[src/rtl/reduce_accum_pkg.sv]
// -----------------------------------------------------------------------------
// reduce_accum_pkg
// Shared definitions for the sequential bitwise reducer:
//   - 2-bit operator encodings selecting the fold function
//   - FSM state encoding for the frame controller
// -----------------------------------------------------------------------------
package reduce_accum_pkg;

    localparam logic [1:0] OP_AND  = 2'd0;
    localparam logic [1:0] OP_OR   = 2'd1;
    localparam logic [1:0] OP_XOR  = 2'd2;
    localparam logic [1:0] OP_XNOR = 2'd3;

    typedef enum logic [1:0] {
        IDLE  = 2'd0,
        ACCUM = 2'd1,
        HOLD  = 2'd2
    } state_t;

endpackage

[src/rtl/reduce_op.sv]
// -----------------------------------------------------------------------------
// reduce_op
// One combinational fold step: y = a OP b, bitwise, no carries.
// Ports:
//   op  [1:0]      operator select (AND/OR/XOR/XNOR)
//   a   [WIDTH-1:0] running accumulator
//   b   [WIDTH-1:0] incoming operand
//   y   [WIDTH-1:0] folded result
// -----------------------------------------------------------------------------
module reduce_op
    import reduce_accum_pkg::*;
#(
    parameter int WIDTH = 4
) (
    input  logic [1:0]       op,
    input  logic [WIDTH-1:0] a,
    input  logic [WIDTH-1:0] b,
    output logic [WIDTH-1:0] y
);

    // Operator decode; XNOR is a pairwise step, not a complemented XOR reduction
    always_comb begin
        y = '0;
        case (op)
            OP_AND:  y = a & b;
            OP_OR:   y = a | b;
            OP_XOR:  y = a ^ b;
            OP_XNOR: y = ~(a ^ b);
            default: y = a & b;
        endcase
    end

endmodule

[src/rtl/reduce_accum.sv]
// -----------------------------------------------------------------------------
// reduce_accum
// Sequential bitwise reducer: folds up to COUNT WIDTH-bit beats received on a
// valid/ready stream using the operator sampled on the first beat, then
// presents one result word on a valid/ready output.
// Ports:
//   CLK, ASYNCRESETN          clock (rising edge), async active-low reset
//   op [1:0]                  operator, sampled on the first beat of a frame
//   in_valid/in_ready         input beat handshake
//   in_data [WIDTH-1:0]       operand
//   in_last                   closes the frame early
//   out_valid/out_ready       result handshake
//   out_data [WIDTH-1:0]      reduced result
//   out_count [CW-1:0]        beats folded into out_data (1..COUNT)
// -----------------------------------------------------------------------------
module reduce_accum
    import reduce_accum_pkg::*;
#(
    parameter  int WIDTH = 4,
    parameter  int COUNT = 8,
    localparam int CW    = $clog2(COUNT + 1)
) (
    input  logic             CLK,
    input  logic             ASYNCRESETN,
    input  logic [1:0]       op,
    input  logic             in_valid,
    output logic             in_ready,
    input  logic [WIDTH-1:0] in_data,
    input  logic             in_last,
    output logic             out_valid,
    input  logic             out_ready,
    output logic [WIDTH-1:0] out_data,
    output logic [CW-1:0]    out_count
);

    state_t           state_r;
    state_t           state_nxt_s;
    logic [WIDTH-1:0] acc_r;
    logic [WIDTH-1:0] acc_nxt_s;
    logic [CW-1:0]    cnt_r;
    logic [CW-1:0]    cnt_nxt_s;
    logic [1:0]       op_q_r;
    logic [1:0]       op_nxt_s;
    logic [WIDTH-1:0] fold_s;
    logic             beat_s;
    logic             close_s;
    logic             out_valid_r;
    logic [WIDTH-1:0] out_data_r;
    logic [CW-1:0]    out_count_r;

    // Input acceptance depends on state alone, so no combinational path from out_ready
    assign in_ready  = (state_r != HOLD);
    assign beat_s    = in_valid & in_ready;
    assign out_valid = out_valid_r;
    assign out_data  = out_data_r;
    assign out_count = out_count_r;

    reduce_op #(.WIDTH(WIDTH)) u_reduce_op (
        .op (op_q_r),
        .a  (acc_r),
        .b  (in_data),
        .y  (fold_s)
    );

    // Next-state, accumulator and counter update; close_s marks the frame's final beat
    always_comb begin
        state_nxt_s = state_r;
        acc_nxt_s   = acc_r;
        cnt_nxt_s   = cnt_r;
        op_nxt_s    = op_q_r;
        close_s     = 1'b0;
        case (state_r)
            IDLE: begin
                if (beat_s) begin
                    // First beat seeds the accumulator, so no identity value is needed
                    acc_nxt_s = in_data;
                    op_nxt_s  = op;
                    cnt_nxt_s = CW'(1);
                    if (in_last || (COUNT == 1)) begin
                        state_nxt_s = HOLD;
                        close_s     = 1'b1;
                    end else begin
                        state_nxt_s = ACCUM;
                    end
                end else begin
                    state_nxt_s = IDLE;
                end
            end
            ACCUM: begin
                if (beat_s) begin
                    acc_nxt_s = fold_s;
                    cnt_nxt_s = cnt_r + CW'(1);
                    if (in_last || (cnt_r == CW'(COUNT - 1))) begin
                        state_nxt_s = HOLD;
                        close_s     = 1'b1;
                    end else begin
                        state_nxt_s = ACCUM;
                    end
                end else begin
                    state_nxt_s = ACCUM;
                end
            end
            HOLD: begin
                if (out_valid_r && out_ready) begin
                    state_nxt_s = IDLE;
                    cnt_nxt_s   = '0;
                end else begin
                    state_nxt_s = HOLD;
                end
            end
            default: begin
                state_nxt_s = IDLE;
                cnt_nxt_s   = '0;
            end
        endcase
    end

    // Frame state registers
    always_ff @(posedge CLK or negedge ASYNCRESETN) begin
        if (!ASYNCRESETN) begin
            state_r <= IDLE;
            acc_r   <= '0;
            cnt_r   <= '0;
            op_q_r  <= OP_AND;
        end else begin
            state_r <= state_nxt_s;
            acc_r   <= acc_nxt_s;
            cnt_r   <= cnt_nxt_s;
            op_q_r  <= op_nxt_s;
        end
    end

    // Result registers: loaded with the closing fold, data/count persist after handshake
    always_ff @(posedge CLK or negedge ASYNCRESETN) begin
        if (!ASYNCRESETN) begin
            out_valid_r <= 1'b0;
            out_data_r  <= '0;
            out_count_r <= '0;
        end else if (close_s) begin
            out_valid_r <= 1'b1;
            out_data_r  <= acc_nxt_s;
            out_count_r <= cnt_nxt_s;
        end else if (out_valid_r && out_ready) begin
            out_valid_r <= 1'b0;
        end else begin
            out_valid_r <= out_valid_r;
        end
    end

endmodule

[config.mk]
export PLATFORM = sky130hd
export DESIGN_NAME = reduce_accum
export DESIGN_NICKNAME = d
export VERILOG_FILES = /design/src/rtl/reduce_accum_pkg.sv /design/src/rtl/reduce_op.sv /design/src/rtl/reduce_accum.sv
export SDC_FILE = /design/constraint.sdc
export NUM_CORES = 1
export LEC_CHECK = 0
export BUFFER_PORTS_ARGS = -buffer_cell sky130_fd_sc_hd__buf_2
export CAP_MARGIN = 20
export CORE_UTILIZATION = 35
export CTS_CLUSTER_DIAMETER = 50
export DETAILED_ROUTE_END_ITERATION = 16
export GPL_ROUTABILITY_DRIVEN = 0
export SETUP_SLACK_MARGIN = 0.2
export SYNTH_ARGS = -nofsm -noshare
export SYNTH_HDL_FRONTEND = slang
export SYNTH_HIERARCHICAL = 1
export SYNTH_SLANG_ARGS = --single-unit
[constraint.sdc]
create_clock -name CLK -period 2 [get_ports CLK]
set_clock_uncertainty 0.1 [all_clocks]
set_input_delay 0.4 -clock CLK [delete_from_list [all_inputs] [get_ports CLK]]
set_output_delay 0.4 -clock CLK [all_outputs]
set_load 0.05 [all_outputs]
==> impl_metrics.env, run 1 <==
export IMPL_grt_max_degree=22
export IMPL_setup_viol=0
export IMPL_layout_cells_non_filler=189
export IMPL_dpl_cell_area_um2=1430
export IMPL_crit_type="flip-flop to flip-flop"
export IMPL_r2r_end="out_count[2]"
export IMPL_routed_wirelength_mm=2.62
export IMPL_numCtsBuffers=3
export IMPL_die_area_um2=3950
export IMPL_port_buffers=20
export IMPL_drt_met1_wl_mm=1.17
export IMPL_wl_per_cell_um=13.9
export IMPL_first_global_vias=928
export IMPL_initial_utilization_pct=37.7
export IMPL_worst_skew_pair_late_latency_ns=0.26
export IMPL_layout_common_cells="buf_2, dfrtp_1, mux2i_1, mux2_4"
export IMPL_place_inst=176
export IMPL_grt_overflow=0
export IMPL_path_clk_slew_ns=0.08
export IMPL_final_hold_violation_count=21
export IMPL_diodes=0
export IMPL_p_switching_uw=941
export IMPL_h_tree_depth=1
export IMPL_period_minus_slack_ns=1.73
export IMPL_leakagePower_nw=0.850
export IMPL_switching_share_pct=41.7
export IMPL_critPathMaxFanout=6
export IMPL_timing_final_ws_setup_ns=0.265
export IMPL_hold_slack_ns=-0.0112
export IMPL_tightest_slew_ns=0.470
export IMPL_cap_violations=0
export IMPL_rsz0062_at_grt="yes"
export IMPL_cts_tree="yes"
export IMPL_pre_cts_ws_ns=0.0586
export IMPL_dp_hpwl_mm=1.76
export IMPL_arrival_ns=1.78
export IMPL_dr_max_layer_used="met4"
export IMPL_syn_inst=114
export IMPL_drc=0
export IMPL_r2r_cells=6
export IMPL_comb_power_share_pct=54.0
export IMPL_ant_nets=0
export IMPL_reg2reg_from="cnt_r[1]"
export IMPL_ir_drop_v=0.000874
export IMPL_internal_power_mw=1.32
export IMPL_synth_cell_types=27
export IMPL_cts_max_path_buffers=2
export IMPL_fmax_mhz=576
export IMPL_hold_class="primary input to async pin"
export IMPL_rrSetupSlack_ns=0.27
export IMPL_clkSinkCount=21
export IMPL_io_pins=21
export IMPL_p_total_mw=2.26
export IMPL_tns_ns=0
export IMPL_start_kind="flip-flop"
export IMPL_clkPwrFrac_pct=12.1
export IMPL_row_count=21
export IMPL_initialDrtViolationCount=19
export IMPL_die_h_um=62.9
export IMPL_wl_met3_um=85
export IMPL_worstPathRequired_ns=2.04
export IMPL_track_usage_pct=14.1
export IMPL_period_share_pct=86.7
export IMPL_area_growth_syn_to_layout_pct=22.6
export IMPL_vias=907
export IMPL_nets=165
export IMPL_route_met2_wl_mm=1.36
export IMPL_status="complete, but fails checks"
export IMPL_slew_headroom_pct=68.7
export IMPL_coreArea_um2=3440
export IMPL_final_max_slew_violation_count=0
export IMPL_fin_area_um2=1590
export IMPL_synth_seq_cells=21
export IMPL_drive_gt1_share_pct=40.6
export IMPL_grt_pass1_wl_mm=4.33
export IMPL_layout_commonest_cell="buf_2"
export IMPL_syn_area_um2=1300
export IMPL_p_seq_share_pct=33.9
export IMPL_die_w_um=62.9
export IMPL_endpoint_kind="flip-flop"
export IMPL_ys_seq_area_share_pct=40.5
export IMPL_antenna_found_initial=0
export IMPL_viasPerCell=4.80
export IMPL_drtPass1Iterations=4
export IMPL_root_buffer="clkbuf_8"
export IMPL_ys_warn_count=6
export IMPL_cellPowerDensity_nw_per_um2=1420
export IMPL_synth_fp_nets=135
export IMPL_syn_area_per_cell_um2=11.4
export IMPL_violations="negative hold slack"
==> final cells by class <==
| class | instances | area, um^2 |
|---|---|---|
| tap | 46 | 57.6 |
| inverter | 11 | 41.3 |
| timing repair buffer | 32 | 194 |
| clock buffer | 4 | 45.0 |
| fill | 342 | 1850 |
| multi-input combinational | 75 | 723 |
| sequential | 21 | 529 |
==> per-layer routing <==
metal / global-route usage (%) / vias to the layer above
met4: 2.62 / 0
met3: 4.38 / 2
met2: 24.1 / 12
met5: 0 / -
li1: - / 452
met1: 17.4 / 441
==> cells by family after synthesis <==
| group | synth area share, % |
|---|---|
| adder cells (fa/ha/maj) | 9.64 |
| buffers and inverters | 6.75 |
| AO/OA/AOI/OAI | 7.23 |
| AND/OR/NAND/NOR | 10.2 |
| multiplexers | 25.7 |
| flip-flops | 40.5 |
==> synthesized netlist by cell type, drive strengths merged <==
cell / count / share of area, %
dfrtp: 21 / 41
buf: 7 / 3.6
a21oi: 2 / 0.77
a31oi: 2 / 0.96
o21ai: 7 / 2.7
o2bb2ai: 1 / 0.68
and4b: 1 / 0.77
nor3b: 1 / 0.58
nand2: 6 / 1.7
ha: 10 / 9.6
nand3: 3 / 1.2
nor2b: 1 / 0.48
nor2: 2 / 0.58
nand3b: 1 / 0.58
mux2: 14 / 16
nand4bb: 1 / 0.87
inv: 11 / 3.2
o211a: 1 / 0.77
nor3: 1 / 0.39
a211o: 2 / 1.4
nand2b: 6 / 3.1
mux2i: 13 / 10
==> how the worst max path moves through the flow <==
stage,slack [ns],from,cells past startpoint,end
after detailed placement,0.06,in_data[1],8,out_data[1]
after global placement,0.15,in_data[0],8,out_data[0]
after global routing,0.18,acc_r[3],7,out_data[3]
final,0.27,cnt_r[1],6,out_count[2]
after CTS,0.21,acc_r[1],7,out_data[1]
after floorplan,0.25,state_r[1],7,out_count[0]
==> power by group through the flow <==
stage               clock network (mW)  registers, mW  logic, mW
floorplan                            0          0.900      0.702
global placement                     0          0.776      0.984
detailed placement                   0          0.790       1.03
CTS                              0.283          0.780       1.07
global route                     0.306          0.792       1.32
finish                           0.274          0.765       1.22
==> stage by stage <==
step	util (%)	hold WS, ns
2_1_floorplan	-	0.00441
3_3_place_gp	41.6	0.285
3_5_place_dp	41.6	0.287
4_1_cts	43.5	0.00289
5_1_grt	46.2	0.0174
6_report	46.2	-0.0112
==> critical path, cell delays in order, from the launching register on <==
cell and delay, ns:
dfrtp_1 0.42, ha_2 0.20, and4b_1 0.19, o21ai_2 0.13, nand2b_4 0.15, buf_6 0.14, mux2_4 0.30
==> flip-flops by register name, indices dropped and copies added, names as in the netlist <==
name,flops
state_r,2
out_data,4
acc_r,4
out_count,4
op_q_r,2
out_valid,1
cnt_r,4
==> what timing repair did <==
action,4_1_cts,5_1_grt
buffers inserted,1,8
hold buffers,0,0
pin swaps,0,2
setup endpoints to repair,7,9
gates cloned,0,0
resized for setup,5,8
Note: power is estimated with default switching activity, not from simulation.
==> run 2: changes to the inputs <==
--- a/config.mk
+++ b/config.mk
@@ -7,10 +7,13 @@
 export LEC_CHECK = 0
 export BUFFER_PORTS_ARGS = -buffer_cell sky130_fd_sc_hd__buf_2
 export CAP_MARGIN = 20
-export CORE_UTILIZATION = 35
+export CELL_PAD_IN_SITES_DETAIL_PLACEMENT = 1
+export CELL_PAD_IN_SITES_GLOBAL_PLACEMENT = 2
+export CORE_UTILIZATION = 36
 export CTS_CLUSTER_DIAMETER = 50
 export DETAILED_ROUTE_END_ITERATION = 16
 export GPL_ROUTABILITY_DRIVEN = 0
+export PLACE_DENSITY_LB_ADDON = 0.1
 export SETUP_SLACK_MARGIN = 0.2
 export SYNTH_ARGS = -nofsm -noshare
 export SYNTH_HDL_FRONTEND = slang
==> run 2 against run 1 <==
Effect of this change: the run now ends clean; cell count is 0.53% lower; via count is 1.9% higher; sequential cell count stayed put; setup slack worse by 0.053 ns; utilization is 1.2 points higher; global-route usage is 1.4 points higher; first-iteration DRC count is 21% lower; clock power is 23% lower; sequential share of layout area is 0.39 points lower; maximum frequency is 3.0% lower; critical endpoint is now out_data[0]; largest cell class unchanged; largest power group unchanged.
==> impl_metrics.env, run 2 (synthesis gave the netlist of run 1 again) <==
export IMPL_comb_power_share_pct=55.2
export IMPL_timing_final_ws_setup_ns=0.212
export IMPL_postLayoutCoreUtil_pct=47.4
export IMPL_die_h_um=62.0
export IMPL_area_growth_syn_to_layout_pct=23.7
export IMPL_busiest_layer="met2"
export IMPL_track_usage_pct=15.5
export IMPL_place_inst=176
export IMPL_port_buffers=20
export IMPL_clkPwrFrac_pct=9.7
export IMPL_initialDrtViolationCount=15
export IMPL_initial_utilization_pct=38.3
export IMPL_path_clk_slew_ns=0.12
export IMPL_p_switching_uw=946
export IMPL_endpoint_kind="flip-flop"
export IMPL_clkSinkCount=21
export IMPL_leakagePower_nw=0.853
export IMPL_drtPass1Iterations=4
export IMPL_drc=0
export IMPL_grt_overflow=0
export IMPL_wl_per_cell_um=15.1
export IMPL_hold_slack_ns=0.193
export IMPL_period_minus_slack_ns=1.79
export IMPL_start_kind="flip-flop"
export IMPL_die_area_um2=3850
export IMPL_drive_gt1_share_pct=40.8
export IMPL_ir_drop_v=0.000560
export IMPL_pre_cts_ws_ns=0.106
export IMPL_tightest_slew_ns=0.464
export IMPL_slew_headroom_pct=69.1
export IMPL_ant_nets=0
export IMPL_viasPerCell=4.91
export IMPL_die_w_um=62.0
export IMPL_numCtsBuffers=3
export IMPL_status="complete, no violations"
export IMPL_arrival_ns=1.89
export IMPL_cellPowerDensity_nw_per_um2=1360
export IMPL_critPathMaxFanout=5
export IMPL_grt_max_degree=22
export IMPL_cts_max_path_buffers=2
export IMPL_coreArea_um2=3390
export IMPL_use_met1_pct=19.6
export IMPL_cp_cell_sequence="ha_2, and4b_1, o21ai_2, nand2b_4, clkbuf_16, mux2_4"
export IMPL_vias=924
export IMPL_root_buffer="clkbuf_4"
export IMPL_cpPeakStageDelay_ns=0.43
export IMPL_switching_share_pct=43.3
export IMPL_worst_skew_pair_late_latency_ns=0.30
export IMPL_slowest_stage="dfrtp_1"
export IMPL_setup_viol=0
export IMPL_crit_type="flip-flop to flip-flop"
export IMPL_first_global_vias=911
export IMPL_layout_common_cells="buf_2, dfrtp_1, mux2i_1, mux2_4, inv_1"
export IMPL_row_count=21
export IMPL_dp_hpwl_mm=1.93
export IMPL_tns_ns=0
export IMPL_antenna_found_initial=0
export IMPL_io_pins=21
export IMPL_diodes=0
export IMPL_final_hold_violation_count=0
export IMPL_internal_power_mw=1.24
export IMPL_period_share_pct=89.4
export IMPL_worstPathRequired_ns=2.11
export IMPL_h_tree_depth=1
export IMPL_use_met3_pct=3.52
export IMPL_cp_top_family="flip-flops"
export IMPL_p_seq_share_pct=35.1
export IMPL_final_max_slew_violation_count=0
export IMPL_layout_commonest_cell="buf_2"
export IMPL_grt_pass1_wl_mm=4.30
export IMPL_nets=164
export IMPL_rsz0062_at_grt="yes"
export IMPL_cts_tree="yes"
export IMPL_routed_wirelength_mm=2.84
export IMPL_grt_util_met2_pct=26.7
export IMPL_path_buf_inv=1
export IMPL_fmax_mhz=559
export IMPL_cap_violations=0
export IMPL_hold_class="primary input to flip-flop"
export IMPL_layout_cells_non_filler=188
run 2: area by class of cell:
type,count,area (um^2)
Fill cell,376,1780
Inverter,11,41.3
Sequential cell,21,528
Clock buffer,3,22.5
Multi-Input combinational cell,75,736
Tap cell,46,57.6
Timing Repair Buffer,31,215
Clock inverter,1,5.00
run 2: power groups by stage:
stage | logic, mW | clock network (mW) | registers (mW)
2_1_floorplan | 0.702 | 0 | 0.900
3_3_place_gp | 1.01 | 0 | 0.773
3_5_place_dp | 1.05 | 0 | 0.785
4_1_cts | 1.08 | 0.228 | 0.778
5_1_grt | 1.31 | 0.242 | 0.796
6_report | 1.20 | 0.212 | 0.766
run 2: per-layer routing:
metal	up-vias	share of wire (%)
met5	-	0
li1	450	-
met3	2	3.7
met1	456	46
met2	16	50
met4	0	0.60
run 2: stage by stage:
step,power [mW],area (um^2)
after CTS,2.09,1500
after global placement,1.78,1440
after detailed placement,1.84,1440
after floorplan,1.60,1300
final,2.18,1610
after global routing,2.35,1610
run 2: final timing paths:
path,startpoint,to,slack (ns),cells after the start
max,cnt_r[0],out_data[0],0.21,6
min,out_ready,out_valid,0.19,2
max reg2reg,cnt_r[0],out_data[0],0.21,6
min reg2reg,out_data[0],out_data[0],0.43,1
max in group asynchronous,ASYNCRESETN,state_r[1],1.01,2
min in group asynchronous,ASYNCRESETN,out_valid,0.45,2
run 2: worst register-to-register path: cells and delay by family (launching register included):
family                   cells  cell delay (ns)
AND/OR/NAND/NOR              2             0.37
flip-flops                   1             0.43
AO/OA/AOI/OAI                1             0.15
adder cells (fa/ha/maj)      1             0.20
buffers and inverters        1             0.15
multiplexers                 1             0.29
run 2: repair_timing:
action	in CTS	in global routing
setup endpoints to repair	8	10
gates cloned	0	1
endpoints found under the hold margin	21	0
hold buffers	1	0
pin swaps	0	4
setup buffers	1	5
resized for setup	4	9
